**src/rtl/chsh_pkg.sv**
```systemverilog
// chsh_pkg: shared definitions for the CHSH sampling path.
// - Q4.12 constants for the CHSH estimate and its bounds
// - FSM state encoding of the trial accumulator
// - measurement-setting index encoding {x,y}
package chsh_pkg;

  localparam logic [15:0] ONE             = 16'h1000;  // 1.0
  localparam logic [15:0] CHSH_16_5       = 16'h3333;  // 16/5, the sampler's nominal S
  localparam logic [15:0] CLASSICAL_BOUND = 16'h2000;  // 2.0
  localparam logic [15:0] TSIRELSON_BOUND = 16'h2D41;  // 2*sqrt(2)

  typedef enum logic [1:0] {
    ST_ACCUM = 2'd0,
    ST_DIV   = 2'd1,
    ST_SUM   = 2'd2,
    ST_DONE  = 2'd3
  } chsh_state_e;

  typedef enum logic [1:0] {
    SET_00 = 2'b00,
    SET_01 = 2'b01,
    SET_10 = 2'b10,
    SET_11 = 2'b11
  } chsh_setting_e;

  function automatic logic [1:0] setting_idx(input logic x, input logic y);
    return {x, y};
  endfunction

endpackage

```
**src/rtl/chsh_fixed_divider.sv**
```systemverilog
// chsh_fixed_divider: restoring unsigned divider producing a Q_W-bit quotient.
// The caller guarantees numerator / denominator < 2**Q_W, so the partial
// remainder can be seeded directly with numerator >> Q_W and only Q_W
// quotient bits need to be developed.
// The first iteration runs on the start cycle; done pulses for one cycle
// exactly Q_W cycles after start, with quotient valid while done is high.
// Ports:
//   clk, rst_n   clock, async active-low reset
//   start        load operands and begin (restarts a division in flight)
//   numerator    NUM_W-bit dividend
//   denominator  DEN_W-bit divisor, nonzero
//   quotient     Q_W-bit truncated quotient
//   done         one-cycle completion pulse
module chsh_fixed_divider #(
  parameter int NUM_W = 28,
  parameter int DEN_W = 16,
  parameter int Q_W   = 13
) (
  input  logic             clk,
  input  logic             rst_n,
  input  logic             start,
  input  logic [NUM_W-1:0] numerator,
  input  logic [DEN_W-1:0] denominator,
  output logic [Q_W-1:0]   quotient,
  output logic             done
);

  localparam int CNT_W = $clog2(Q_W + 1);

  logic [DEN_W-1:0] rem_q;
  logic [DEN_W-1:0] den_q;
  logic [Q_W-1:0]   bits_q;
  logic [CNT_W-1:0] cnt_q;
  logic             running_q;

  logic [DEN_W-1:0] rem_in;
  logic [DEN_W-1:0] den_in;
  logic             bit_in;
  logic [DEN_W:0]   shifted;
  logic [DEN_W:0]   trial;
  logic             q_bit;
  logic [DEN_W-1:0] rem_next;

  // One restoring step; on the start cycle it works straight from the inputs.
  always_comb begin
    if (start) begin
      rem_in = DEN_W'(numerator >> Q_W);
      den_in = denominator;
      bit_in = numerator[Q_W-1];
    end else begin
      rem_in = rem_q;
      den_in = den_q;
      bit_in = bits_q[Q_W-1];
    end
    shifted  = {rem_in, bit_in};
    trial    = shifted - {1'b0, den_in};
    q_bit    = !trial[DEN_W];
    rem_next = DEN_W'(q_bit ? trial : shifted);
  end

  always_ff @(posedge clk or negedge rst_n) begin
    if (!rst_n) begin
      rem_q     <= '0;
      den_q     <= '0;
      bits_q    <= '0;
      cnt_q     <= '0;
      running_q <= 1'b0;
      quotient  <= '0;
      done      <= 1'b0;
    end else begin
      done <= 1'b0;
      if (start) begin
        rem_q     <= rem_next;
        den_q     <= denominator;
        bits_q    <= numerator[Q_W-1:0] << 1;
        quotient  <= Q_W'(q_bit);
        cnt_q     <= CNT_W'(1);
        running_q <= 1'b1;
      end else if (running_q) begin
        rem_q    <= rem_next;
        bits_q   <= bits_q << 1;
        quotient <= {quotient[Q_W-2:0], q_bit};
        if (cnt_q == CNT_W'(Q_W - 1)) begin
          running_q <= 1'b0;
          done      <= 1'b1;
        end else begin
          cnt_q <= cnt_q + CNT_W'(1);
        end
      end
    end
  end

endmodule

```
**src/rtl/chsh_trial_accumulator.sv**
```systemverilog
// chsh_trial_accumulator: consumer end of the CHSH sampling path.
// Counts trials and agreements per setting {x,y}; on compute_req estimates
// E(x,y) = (same - differ) / n and S = E00 + E01 + E10 - E11 in Q4.12, and
// flags S above the classical and Tsirelson bounds.
// Ports:
//   clk, rst_n                  clock, async active-low reset
//   trial_valid/trial_ready     trial handshake
//   trial_x/y/a/b               settings and outcomes of one trial
//   clear                       zero counters, abort computation
//   compute_req                 start estimation (ACCUM only)
//   busy, result_valid          estimation in progress / results updated
//   e00..e11, chsh_value        signed Q4.12 results
//   classical_violation,
//   supra_quantum               S > 2, S > 2*sqrt(2)
//   incomplete, saturated       status flags
//   total_trials                accepted trials since clear
//
// state    | meaning
// ---------+------------------------------------------------------------
// ST_ACCUM | accepting trials, waiting for compute_req
// ST_DIV   | estimating E_k for k = 0..3 (load step, then wait for divider)
// ST_SUM   | forming S and the violation flags, publishing results
// ST_DONE  | result_valid pulse, back to ST_ACCUM
module chsh_trial_accumulator
  import chsh_pkg::*;
#(
  parameter int          COUNT_W         = 16,
  parameter int          FRAC_BITS       = 12,
  parameter logic [15:0] CLASSICAL_BOUND = chsh_pkg::CLASSICAL_BOUND,
  parameter logic [15:0] TSIRELSON_BOUND = chsh_pkg::TSIRELSON_BOUND
) (
  input  logic               clk,
  input  logic               rst_n,
  input  logic               trial_valid,
  output logic               trial_ready,
  input  logic               trial_x,
  input  logic               trial_y,
  input  logic               trial_a,
  input  logic               trial_b,
  input  logic               clear,
  input  logic               compute_req,
  output logic               busy,
  output logic               result_valid,
  output logic [15:0]        e00,
  output logic [15:0]        e01,
  output logic [15:0]        e10,
  output logic [15:0]        e11,
  output logic [15:0]        chsh_value,
  output logic               classical_violation,
  output logic               supra_quantum,
  output logic               incomplete,
  output logic               saturated,
  output logic [COUNT_W+1:0] total_trials
);

  localparam int                 NUM_W   = COUNT_W + FRAC_BITS;
  localparam int                 Q_W     = FRAC_BITS + 1;
  localparam logic [COUNT_W-1:0] CNT_MAX = '1;
  localparam logic [COUNT_W-1:0] CNT_ONE = COUNT_W'(1);
  localparam logic [COUNT_W+1:0] TOT_MAX = '1;
  localparam logic [COUNT_W+1:0] TOT_ONE = (COUNT_W + 2)'(1);

  chsh_state_e        state;
  logic [1:0]         k_q;
  logic               div_wait_q;
  logic [COUNT_W-1:0] n_q    [4];
  logic [COUNT_W-1:0] same_q [4];
  logic [15:0]        e_work [4];

  logic               trial_fire;
  logic [1:0]         trial_idx;

  logic [COUNT_W:0]   two_same;
  logic [COUNT_W:0]   n_ext;
  logic               neg_k;
  logic               n_zero_k;
  logic [COUNT_W-1:0] mag_k;
  logic [NUM_W-1:0]   div_num;
  logic               div_start;
  logic [Q_W-1:0]     div_quot;
  logic               div_done;
  logic [15:0]        q_ext;
  logic [15:0]        e_val;
  logic [15:0]        chsh_sum;

  assign trial_ready = (state == ST_ACCUM) && !clear && !compute_req;
  assign trial_fire  = trial_valid && trial_ready;
  assign trial_idx   = setting_idx(trial_x, trial_y);
  assign busy        = (state != ST_ACCUM);

  // Counters cannot move outside ST_ACCUM and clear aborts the computation,
  // so the live counters serve as the snapshot taken at compute_req.
  always_comb begin
    two_same = {same_q[k_q], 1'b0};
    n_ext    = {1'b0, n_q[k_q]};
    neg_k    = two_same < n_ext;
    mag_k    = neg_k ? COUNT_W'(n_ext - two_same) : COUNT_W'(two_same - n_ext);
    n_zero_k = (n_q[k_q] == '0);
  end

  assign div_num   = {mag_k, {FRAC_BITS{1'b0}}};
  assign div_start = (state == ST_DIV) && !div_wait_q && !n_zero_k && !clear;
  assign q_ext     = 16'(div_quot);
  assign e_val     = neg_k ? -q_ext : q_ext;
  assign chsh_sum  = e_work[0] + e_work[1] + e_work[2] - e_work[3];

  chsh_fixed_divider #(
    .NUM_W(NUM_W),
    .DEN_W(COUNT_W),
    .Q_W  (Q_W)
  ) u_div (
    .clk        (clk),
    .rst_n      (rst_n),
    .start      (div_start),
    .numerator  (div_num),
    .denominator(n_q[k_q]),
    .quotient   (div_quot),
    .done       (div_done)
  );

  always_ff @(posedge clk or negedge rst_n) begin
    if (!rst_n) begin
      state               <= ST_ACCUM;
      k_q                 <= '0;
      div_wait_q          <= 1'b0;
      for (int i = 0; i < 4; i++) begin
        n_q[i]    <= '0;
        same_q[i] <= '0;
        e_work[i] <= '0;
      end
      result_valid        <= 1'b0;
      e00                 <= '0;
      e01                 <= '0;
      e10                 <= '0;
      e11                 <= '0;
      chsh_value          <= '0;
      classical_violation <= 1'b0;
      supra_quantum       <= 1'b0;
      incomplete          <= 1'b0;
      saturated           <= 1'b0;
      total_trials        <= '0;
    end else if (clear) begin
      state        <= ST_ACCUM;
      k_q          <= '0;
      div_wait_q   <= 1'b0;
      for (int i = 0; i < 4; i++) begin
        n_q[i]    <= '0;
        same_q[i] <= '0;
      end
      result_valid <= 1'b0;
      incomplete   <= 1'b0;
      saturated    <= 1'b0;
      total_trials <= '0;
    end else begin
      result_valid <= 1'b0;
      case (state)
        ST_ACCUM: begin
          if (compute_req) begin
            state      <= ST_DIV;
            k_q        <= '0;
            div_wait_q <= 1'b0;
            incomplete <= 1'b0;
          end else if (trial_fire) begin
            if (n_q[trial_idx] == CNT_MAX) saturated <= 1'b1;
            else n_q[trial_idx] <= n_q[trial_idx] + CNT_ONE;
            if (trial_a == trial_b) begin
              if (same_q[trial_idx] == CNT_MAX) saturated <= 1'b1;
              else same_q[trial_idx] <= same_q[trial_idx] + CNT_ONE;
            end
            if (total_trials == TOT_MAX) saturated <= 1'b1;
            else total_trials <= total_trials + TOT_ONE;
          end
        end
        ST_DIV: begin
          if (!div_wait_q) begin
            if (n_zero_k) begin
              e_work[k_q] <= '0;
              incomplete  <= 1'b1;
              if (k_q == 2'd3) state <= ST_SUM;
              else k_q <= k_q + 2'd1;
            end else begin
              div_wait_q <= 1'b1;
            end
          end else if (div_done) begin
            e_work[k_q] <= e_val;
            div_wait_q  <= 1'b0;
            if (k_q == 2'd3) state <= ST_SUM;
            else k_q <= k_q + 2'd1;
          end
        end
        ST_SUM: begin
          // Results are published together so an aborted run leaves the
          // previous set intact.
          e00                 <= e_work[0];
          e01                 <= e_work[1];
          e10                 <= e_work[2];
          e11                 <= e_work[3];
          chsh_value          <= chsh_sum;
          classical_violation <= $signed(chsh_sum) > $signed(CLASSICAL_BOUND);
          supra_quantum       <= $signed(chsh_sum) > $signed(TSIRELSON_BOUND);
          state               <= ST_DONE;
        end
        ST_DONE: begin
          result_valid <= 1'b1;
          state        <= ST_ACCUM;
        end
        default: state <= ST_ACCUM;
      endcase
    end
  end

endmodule

```
**config.mk**
```make
export PLATFORM = sky130hd
export DESIGN_NAME = chsh_trial_accumulator
export DESIGN_NICKNAME = d
export VERILOG_FILES = /design/src/rtl/chsh_pkg.sv /design/src/rtl/chsh_fixed_divider.sv /design/src/rtl/chsh_trial_accumulator.sv
export SDC_FILE = /design/constraint.sdc
export NUM_CORES = 1
export LEC_CHECK = 0
export BUFFER_PORTS_ARGS = -buffer_cell sky130_fd_sc_hd__buf_4
export CAP_MARGIN = 25
export CELL_PAD_IN_SITES_DETAIL_PLACEMENT = 1
export CELL_PAD_IN_SITES_GLOBAL_PLACEMENT = 2
export CORE_UTILIZATION = 35
export DETAILED_ROUTE_END_ITERATION = 10
export GPL_TIMING_DRIVEN = 0
export PLACE_DENSITY_LB_ADDON = 0.1
export REMOVE_ABC_BUFFERS = 1
export SYNTH_ARGS = -nofsm -noshare
export SYNTH_HDL_FRONTEND = slang
export SYNTH_SLANG_ARGS = --single-unit
```
**constraint.sdc**
```tcl
create_clock -name clk -period 15.1 [get_ports clk]
set_input_delay 3.775 -clock clk [delete_from_list [all_inputs] [get_ports clk]]
set_output_delay 3.775 -clock clk [all_outputs]
set_load 0.01 [all_outputs]
```
==> metrics, run 1 <==
Sw Ratio=38.05%; total power=0.003828 W; HPWL after detailed placement=~40000 um; # hold bufs at CTS=0; cts bufs inserted=45; Max Fanout on Critical Path=44; FF-to-FF setup slack=7.38 ns; Tcrit/Tclk final=between 50% and 60%; r2r startpoint=k_q[0]; Buf+Inv Stages, Crit Path=2; max incr delay on CP=0.43 ns; RSZ-0062 raised after global routing=false; Clk Latency, worst-skew pair=slightly below 0.6 ns; Top FF cell, synth=dfrtp_1; largest net degree at the start of global routing=between 100 and 150; Chip Width=between 200 and 250 um; Core Footprint=56600 um^2; Root Driver=clkbuf_16; Critical Path Sink Type=output port; Post-CTS Resized=0; Synth cell types=79; Clock Power Share=~29%; chip height=about 240 um; RePlAce Congestion=0.7771; WL per Instance=between 15 and 20 um; DRT Pass-1 Iters=4; Via density=about 5.2; Logic pwr share=slightly above 40%; Synth async-reset ratio=100.0%; Worst setup SP type=primary input; vias in the first global route=around 16000; Setup TNS Final=0 ns; Die ar.=58470 um^2; Post-Synthesis Cells=between 1500 and 2000; hold crit path type=reg2reg; worst clock skew=between 0.02 and 0.03 ns; VDD IR-drop max=0.0001143 V; global-route usage over all layers=19.72%; worst r2r dst=u_div.rem_q[1]; status=completed; Synth top area share=~44%; Sw Pwr=between 0.001 and 0.0015 W; initial core utilization=between 30% and 40%; Slowest cell on crit path=buf_4; CP Depth=3; Buffers on Ports=around 110; HP Start=chsh_value[12]; clock sink total=around 350; depth of the worst register-to-register path=21; initial antenna violation count=0; Post-CTS Repair Setup Buffers=0; post-route cell area=around 23000 um^2; P per Cell Area=around 160 nW/um^2; worst path required time=around 11 ns; sequential share of the synthesized area=43.64%; CP top delay family=buffers and inverters; Slew Limit Fails=0; Rel. slew slack=between 30% and 40%; clk buf depth=3; Ys Warns=0; P_leak=10.41 nW; Post-DRT Antenna Nets=0; total gr overflow=0; cell mode on critical path=buf_4; fmax=0.1203 GHz; Final #Nets=roughly 2200; Post-Synthesis Cell Area=between 20000 and 25000 um^2; H-Tree Depth=2; I/O pin total=114; post-synth top area cell=dfrtp_1; Max Cap Viol=0; Pint=0.002371 W; Crit path arrival time=between 4 and 5 ns; Rows=87; Hold Path End=chsh_value[12]; Post-synth EDFFs=0; global-route wire length before repair=92870 um; dominant cells by area after synthesis=dfrtp_1 (44%), mux4_2 (5.1%), nand2_1 (5.0%), o21ai_0 (4.9%), ha_1 (4.6%); Starting DRT DRC Count=between 600 and 700; Crit Path Category=in2out; ant diodes=0; P&R area growth vs syn=16.10%; syn_area_per_cell=a little over 10 um^2; DRC viols=0; CTS tree=built; DRT Wirelength=about 56000 um; Tmin final=around 8.3 ns; fraction of power consumed by sequential logic=30.0%; Area after DPL=21820 um^2; worst hold path cell count=2; Fin. Hold Viols=0; layout cells sized above 1=~16%; Vias=14870; Slew @ Worst Pin=around 1.0 ns; # setup viols final=0; flops & latches, synth=approximately 350; CP cell instances=buf_4, nor2_1, buf_4; clk slew on worst S/H paths=~0.050 ns
## kinds of logic (layout without fill, tap and decap cells)
group	Yosys count	count (layout)	synth area share [%]
buffers and inverters	247	367	5.321
and+or+nand+nor	565	565	12.39
muxes	154	154	12.26
xor gates and xnor gates	102	102	4.476
AOI/OAI and AO/OA	450	450	14.03
DFF	351	351	43.64
adders and majority gates	107	107	7.883
## synth_stat cells, drive strengths merged (15+ instances only)
master	n
clkbuf	50
buf	45
dfrtp	351
xnor2	53
mux2i	44
ha	74
nor2	150
a21o	26
a21oi	64
a211oi	48
inv	152
nand2	269
nand3	32
mux4	64
o21ai	219
nor3	21
mux2	46
fa	33
xor2	49
nand2b	15
## cell type report
type | instances | area, um^2
fill | 6369 | 33240
clock buffer | 67 | 1391
timing repair buffer | 133 | 1241
tap | 756 | 945.9
multi-input combinational | 1378 | 10300
sequential | 351 | 8786
clock inverter | 15 | 132.6
inverter | 152 | 570.5
## worst max path at each step
stage	from	end	slack, ns
4_1_cts	clear	trial_ready	6.29
3_5_place_dp	clear	u_div.rem_q[1]	5.79
5_1_grt	clear	u_div.rem_q[1]	6.38
3_3_place_gp	clear	u_div.rem_q[1]	4.52
2_1_floorplan	clear	u_div.rem_q[1]	6.87
6_report	clear	trial_ready	6.79
## cells in the final DEF, fill, tap and decap left out, types with 6 or more instances in the layout
master | Yosys | layout
clkbuf_8 | 0 | 14
nor4_1 | 9 | 9
nand4_1 | 14 | 14
a211oi_1 | 47 | 47
mux2_2 | 46 | 46
o31ai_1 | 6 | 6
o21ai_0 | 198 | 198
a22oi_1 | 7 | 7
a31oi_1 | 9 | 9
nand2b_1 | 15 | 14
ha_1 | 74 | 74
mux2i_1 | 44 | 44
inv_1 | 152 | 152
a21oi_1 | 64 | 59
xnor2_1 | 52 | 52
and2_1 | 11 | 10
nand3_1 | 32 | 32
dfrtp_1 | 351 | 349
nand2_1 | 267 | 267
nor2_1 | 147 | 147
o211ai_1 | 8 | 8
xor2_1 | 49 | 49
buf_4 | 2 | 115
buf_16 | 0 | 8
clkbuf_16 | 0 | 47
nor2b_1 | 14 | 14
fa_1 | 33 | 33
mux4_2 | 46 | 46
clkinv_2 | 0 | 11
clkbuf_1 | 50 | 6
mux4_1 | 18 | 18
and3_1 | 8 | 8
nor3_1 | 19 | 19
o21ai_1 | 20 | 20
a21o_1 | 26 | 26
## layer usage
layer / wire length (um) / GRT usage, % / part of all wire [%]
met1: 25250 / 25.64 / 45
met2: 28080 / 34.42 / 50
met3: 1662 / 3.074 / 3.0
met4: 895 / 4.375 / 1.6
met5: 0 / 0 / 0
## flip-flops by register name (all words and copies together), names as in the netlist, 2 cells and up
name and count:
e00 16, state 2, u_div.den_q 16, e_work 64
same_q 64, chsh_value 16, total_trials 18, k_q 2
n_q 64, u_div.cnt_q 4, e01 16, e11 16
u_div.rem_q 16, u_div.quotient 13, e10 16
## power by group through the flow
stage | combinational (W) | clock (W) | sequential [W]
6_report | 0.00158 | 0.00109 | 0.00115
4_1_cts | 0.00162 | 0.00113 | 0.00115
5_1_grt | 0.00180 | 0.00117 | 0.00117
2_1_floorplan | 0.00110 | 0 | 0.00116
3_5_place_dp | 0.00162 | 0 | 0.00117
3_3_place_gp | 0.00155 | 0 | 0.00118
## worst min-delay path, stage by stage, from the launching register on
cell     delay, ns
dfrtp_1       0.34
nand2_1       0.05
o21ai_0       0.06
## metrics by stage
| stage | cells | util, % | hold WS [ns] | setup WS [ns] |
|---|---|---|---|---|
| after floorplan | 1881 | - | 0.4468 | 6.874 |
| after global placement | 2750 | 37.84 | 0.4618 | 4.518 |
| after detailed placement | 2769 | 38.54 | 0.4703 | 5.785 |
| after CTS | 2851 | 41.23 | 0.4844 | 6.293 |
| after global routing | 2852 | 41.28 | 0.5011 | 6.375 |
| final | 2852 | 41.28 | 0.4757 | 6.787 |
(Power assumes the default switching activity.)
==> run 2: changes to the inputs <==
Clock period 15.1 ns to 7.2 ns, I/O delays scaled along.
==> run 2 against run 1 <==
Net effect:
- flip-flop and latch count stayed put
- global-route usage hardly changed
- clock power grew 110%
- final cell count rose by 0.21%
- largest power group unchanged
- routed wire length about the same
- combinational power rose by 120%
- critical path depth rose by 17
- critical endpoint is now u_div.rem_q[1]
- sequential share of layout area shrank 0.18 points
- core utilization increased by 0.21 points
==> metrics, run 2 (synthesized netlist as in run 1, its figures left out) <==
status=completed; I/O pin total=about 110; DRC viols=0; Buffers on Ports=between 100 and 150; Crit Path Category=reg2reg; CTS tree=built; depth of the worst register-to-register path=20; worst hold path cell count=2; Core Footprint=approximately 57000 um^2; Die ar.=between 50000 and 60000 um^2; wl on met1=approximately 25000 um; H-Tree Depth=2; Area after DPL=about 22000 um^2; Worst setup SP type=flip-flop; Hold Path End=chsh_value[12]; Starting DRT DRC Count=550; Max Cap Viol=0; global-route usage over all layers=around 20%; Rows=87; Tcrit/Tclk final=between 90% and 100%; Largest regs=e_work (64), n_q (64), same_q (64); global-route wire length before repair=93010 um; Max Fanout on Critical Path=25; Critical Path Sink Type=flip-flop; hold crit path type=reg2reg; r2r startpoint=k_q[0]; FF-to-FF setup slack=between 0.5 and 0.6 ns; HP Start=chsh_value[12]; P_leak=approximately 10 nW; Final #Nets=~2200; Rel. slew slack=around 32%; commonest non-fill, non-tap cell in the layout=dfrtp_1; DRT Pass-1 Iters=4; fmax=0.1498 GHz; chip height=approximately 240 um; WL met3=1498 um; Fin. Hold Viols=0; largest net degree at the start of global routing=approximately 110; VDD IR-drop max=between 0.0002 and 0.00025 V; vias in the first global route=~16000; most frequent cells in the layout=dfrtp_1 (349), nand2_1 (267), o21ai_0 (198), inv_1 (152), nor2_1 (147); Root Driver=clkbuf_16; cts bufs inserted=45; clk slew on worst S/H paths=roughly 0.050 ns; clk buf depth=3; Via density=5.205; # setup viols final=0; Post-DRT Antenna Nets=0; top sig layer=met4; total gr overflow=0; initial antenna violation count=0; DRT Wirelength=approximately 56000 um; worst r2r dst=u_div.rem_q[1]; met2 wire length=28080 um; RSZ-0062 raised after global routing=false; Tmin final=between 6 and 7 ns; clock sink total=around 350; Vias=roughly 15000; P per Cell Area=between 300 and 400 nW/um^2; Crit path arrival time=between 7 and 8 ns; worst clock skew=between 0.02 and 0.03 ns; layout cells sized above 1=approximately 17%; worst hold slack=between 0.4 and 0.5 ns; worst path required time=between 7 and 8 ns; P&R area growth vs syn=16.68%; post-route cell area=about 23000 um^2; Clk Latency, worst-skew pair=0.58 ns; Slew Limit Fails=0; ant diodes=0; WL per Instance=about 20 um; Slew @ Worst Pin=a little over 1 ns; RePlAce Congestion=roughly 0.8; Chip Width=between 200 and 250 um; HPWL after detailed placement=39830 um; initial core utilization=35.56%
## run 2: critical path: stages, from the launching register on
cell and delay [ns]:
dfrtp_4 0.43, buf_12 0.21, mux4_1 0.75, inv_1 0.11, ha_1 0.34, a21oi_1 0.29, o211ai_1 0.25, a311o_4 0.51
nor2_8 0.31, o21ai_0 0.15, xnor2_1 0.27, o21ai_0 0.18, ha_1 0.30, or4_1 0.54, o2111ai_1 0.31, a31oi_1 0.21
a31o_4 0.38, xor2_4 0.32, buf_6 0.19, mux2_2 0.34, a21oi_1 0.14
## run 2: final cells by class
cell class	instances	area (um^2)
well taps	756	945.9
repair buffers	138	1279
multi-input cells	1379	10380
clock buffers	67	1391
inverters	152	570.5
clock inverters	15	132.6
fillers	6364	33120
flip-flops and latches	351	8788
## run 2: routing by layer
metal / vias up / GRT usage [%]
met1: 7587 / 25.75
met4: 0 / 4.412
li1: 7079 / -
met5: - / 0
met3: 56 / 2.963
met2: 153 / 34.48
## run 2: worst max path at each step
stage                     slack [ns]        endpoint   start  cells past startpoint
after global placement         -2.07  u_div.rem_q[1]  k_q[0]                     19
after floorplan                 0.36  u_div.rem_q[1]  k_q[0]                     19
final                           0.52  u_div.rem_q[1]  k_q[0]                     20
after CTS                       0.09  u_div.rem_q[7]  k_q[0]                     21
after global routing            0.19  u_div.rem_q[1]  k_q[0]                     21
after detailed placement       -0.58  u_div.rem_q[1]  k_q[0]                     21
## run 2: report_power, final
part           internal [W]  switching (W)  total (W)  leakage (nW)
combinational       0.00142        0.00199    0.00341          4.86
clock               0.00140       0.000891    0.00229         0.767
sequential          0.00220       0.000198    0.00240          4.81
## run 2: timing repair
item                                    CTS  global route
gates cloned                              1             0
endpoints found under the setup margin   16            11
hold endpoints to repair                  0             0
resized for setup                         7             8
buffers inserted                          1             4
hold buffers                              0             0
pin swaps                                 2             1
## run 2: through the flow
step                setup TNS (ns)  power, W  cells  utilization, %  setup slack, ns
finish                           0  0.008098   2858           41.49           0.5236
global route                     0  0.008735   2858           41.49           0.1868
CTS                              0  0.008235   2853           41.36          0.08688
detailed placement          -5.763  0.005838   2769           38.54          -0.5781
global placement            -29.81  0.005728   2750           37.84           -2.066
floorplan                        0  0.004752   1881               -           0.3627
==> run 3: changes to the inputs <==
Settings changed: PLACE_DENSITY set to 0.81, PLACE_DENSITY_LB_ADDON 0.1 to not set.
Clock period 7.2 ns to 5.8 ns, I/O delays scaled along.
==> run 3 against run 2 <==
Net effect:
- the flow now finishes with violations (setup timing)
- sequential power grew 25%
- critical path depth grew 5
- cell area is 4.7% higher
- combinational power is 45% higher
- hold slack improved by 0.0017 ns
- clock power increased by 18%
- final cell count rose by 2.9%
==> metrics, run 3 (synthesized netlist as in run 1, its figures left out) <==
cell mode on critical path=buf_4; global-route usage over all layers=about 20%; DRT Wirelength=between 50000 and 60000 um; # setup viols final=9; Core Footprint=56600 um^2; Largest regs=e_work (64), n_q (64), same_q (64); FF-to-FF setup slack=-0.15 ns; Placed Instances=2765; Clk Latency, worst-skew pair=approximately 0.57 ns; wl on met1=~25000 um; Slew Limit Fails=0; hold crit path type=reg2reg; Chip Width=roughly 240 um; total gr overflow=0; PnR worst setup slack=-0.1457 ns; max incr delay on CP=about 0.56 ns; worst path required time=around 6.2 ns; Slew @ Worst Pin=between 1 and 1.5 ns; Buffers on Ports=~110; status=complete, but fails checks; WL per Instance=~20 um; non-filler cells, final=a little under 3000; Fin. Hold Viols=0; DRC viols=0; P_leak=~11 nW; met2 wire length=roughly 30000 um; Area after DPL=21730 um^2; I/O pin total=114; worst clock skew=roughly 0.019 ns; Max Cap Viol=0; Starting DRT DRC Count=between 800 and 900; Hold Path End=chsh_value[7]; depth of the worst register-to-register path=25; # hold bufs at CTS=0; P&R area growth vs syn=22.21%; WL met3=between 1500 and 2000 um; worst r2r dst=u_div.rem_q[5]; RePlAce Congestion=about 0.83; largest net degree at the start of global routing=roughly 120; Crit Path Category=reg2reg; cts bufs inserted=42; initial antenna violation count=0; Root Driver=clkbuf_16; Via density=around 5.3; fill count=~6300; clock sink total=~350; global-route wire length before repair=94250 um; layout cells sized above 1=23.47%; Critical Path Sink Type=flip-flop; failing checks=setup timing; HP Start=chsh_value[7]; most frequent cells in the layout=dfrtp_1 (349), nand2_1 (264), buf_4 (204), o21ai_0 (185); Rows=87; DRT Pass-1 Iters=5; worst hold path cell count=2; Vias=~16000; VDD IR-drop max=0.0003099 V; H-Tree Depth=2; r2r startpoint=k_q[0]; clk buf depth=3; Setup TNS Final=-0.6715 ns; top sig layer=met4; ant diodes=0; Worst setup SP type=flip-flop; Slowest cell on crit path=mux4_2; chip height=about 240 um; HPWL after detailed placement=around 38000 um; initial core utilization=between 30% and 40%; CTS tree=built; Crit path arrival time=6.39 ns; Final #Nets=2275; commonest non-fill, non-tap cell in the layout=dfrtp_1; area of the multi-input gates=10830 um^2; Tcrit/Tclk final=102.5%; RSZ-0062 raised after global routing=true; Die ar.=58470 um^2; Post-DRT Antenna Nets=0; vias in the first global route=around 17000; clk slew on worst S/H paths=0.06 ns; P per Cell Area=432.4 nW/um^2; Rel. slew slack=between 20 and 30%; Tmin final=between 5 and 6 ns; fmax=between 0.15 and 0.2 GHz; post-route cell area=between 20000 and 25000 um^2; Max Fanout on Critical Path=7; FF+latch area=between 8000 and 9000 um^2
==> run 3: cell types whose count changed in the layout (fill, tap and decap cells not counted), moves of 13 or more <==
| cell | previous run | this run |
|---|---|---|
| buf_4 | 120 | 204 |
| ha_1 | 74 | 51 |
| ha_4 | 0 | 16 |
| mux4_1 | 16 | 2 |
| mux4_2 | 48 | 62 |
| o21ai_0 | 198 | 185 |
==> run 3: cell type report <==
| class | count | area share [%] |
|---|---|---|
| Clock buffer | 64 | 5.438 |
| Clock inverter | 7 | 0.3459 |
| Inverter | 152 | 2.320 |
| Multi-Input combinational cell | 1380 | 44.04 |
| Sequential cell | 351 | 35.73 |
| Tap cell | 756 | 3.846 |
| Timing Repair Buffer | 232 | 8.281 |
==> run 3: layer usage <==
metal / vias up / track usage, %
li1: 7245 / -
met1: 7989 / 25.27
met2: 249 / 35.77
met3: 85 / 2.575
met4: 0 / 5.678
met5: - / 0
==> run 3: worst max-delay path: cells and delay by family, from the launching register on <==
family                   cells  cell delay [ns]
AO/OA/AOI/OAI                8             1.97
XOR/XNOR                     1             0.16
adder cells (fa/ha/maj)      2             0.38
buffers and inverters        7             1.00
flip-flops                   1             0.50
multiplexers                 4             1.46
AND/OR/NAND/NOR              3             0.35
==> run 3: stage by stage <==
stage                     hold WS [ns]  utilization, %  setup WS [ns]  total power, W
after floorplan                 0.4468               -         -1.037        0.005899
after global placement          0.4595           37.84         -3.058        0.006986
after detailed placement        0.4681           38.39         -1.806        0.007156
after CTS                       0.4838           42.76        0.02332         0.01057
after global routing            0.5039           43.45        -0.2773         0.01135
final                           0.4774           43.45        -0.1457         0.01064
==> run 3: timing repair <==
item	in CTS	in global routing
pin swaps	31	43
buffers inserted	76	27
endpoints found under the setup margin	17	17
gates resized for setup	97	42
cloned	4	0
==> run 3: report_power, final <==
| group | switching [W] | total [W] | leakage, nW | internal [W] |
|---|---|---|---|---|
| combinational | 0.00273 | 0.00494 | 5.33 | 0.00221 |
| sequential | 0.000259 | 0.00299 | 4.81 | 0.00273 |
| clock | 0.00104 | 0.00271 | 0.709 | 0.00166 |
| total | 0.00403 | 0.0106 | 10.8 | 0.00660 |
==> run 3: worst max-delay path by stage <==
stage	from	to	slack (ns)	cells after the start
floorplan	k_q[0]	u_div.rem_q[1]	-1.04	19
global placement	k_q[0]	u_div.rem_q[1]	-3.06	14
detailed placement	k_q[0]	u_div.rem_q[1]	-1.81	21
CTS	k_q[0]	u_div.rem_q[11]	0.02	23
global route	k_q[0]	u_div.rem_q[5]	-0.28	26
finish	k_q[0]	u_div.rem_q[5]	-0.15	25
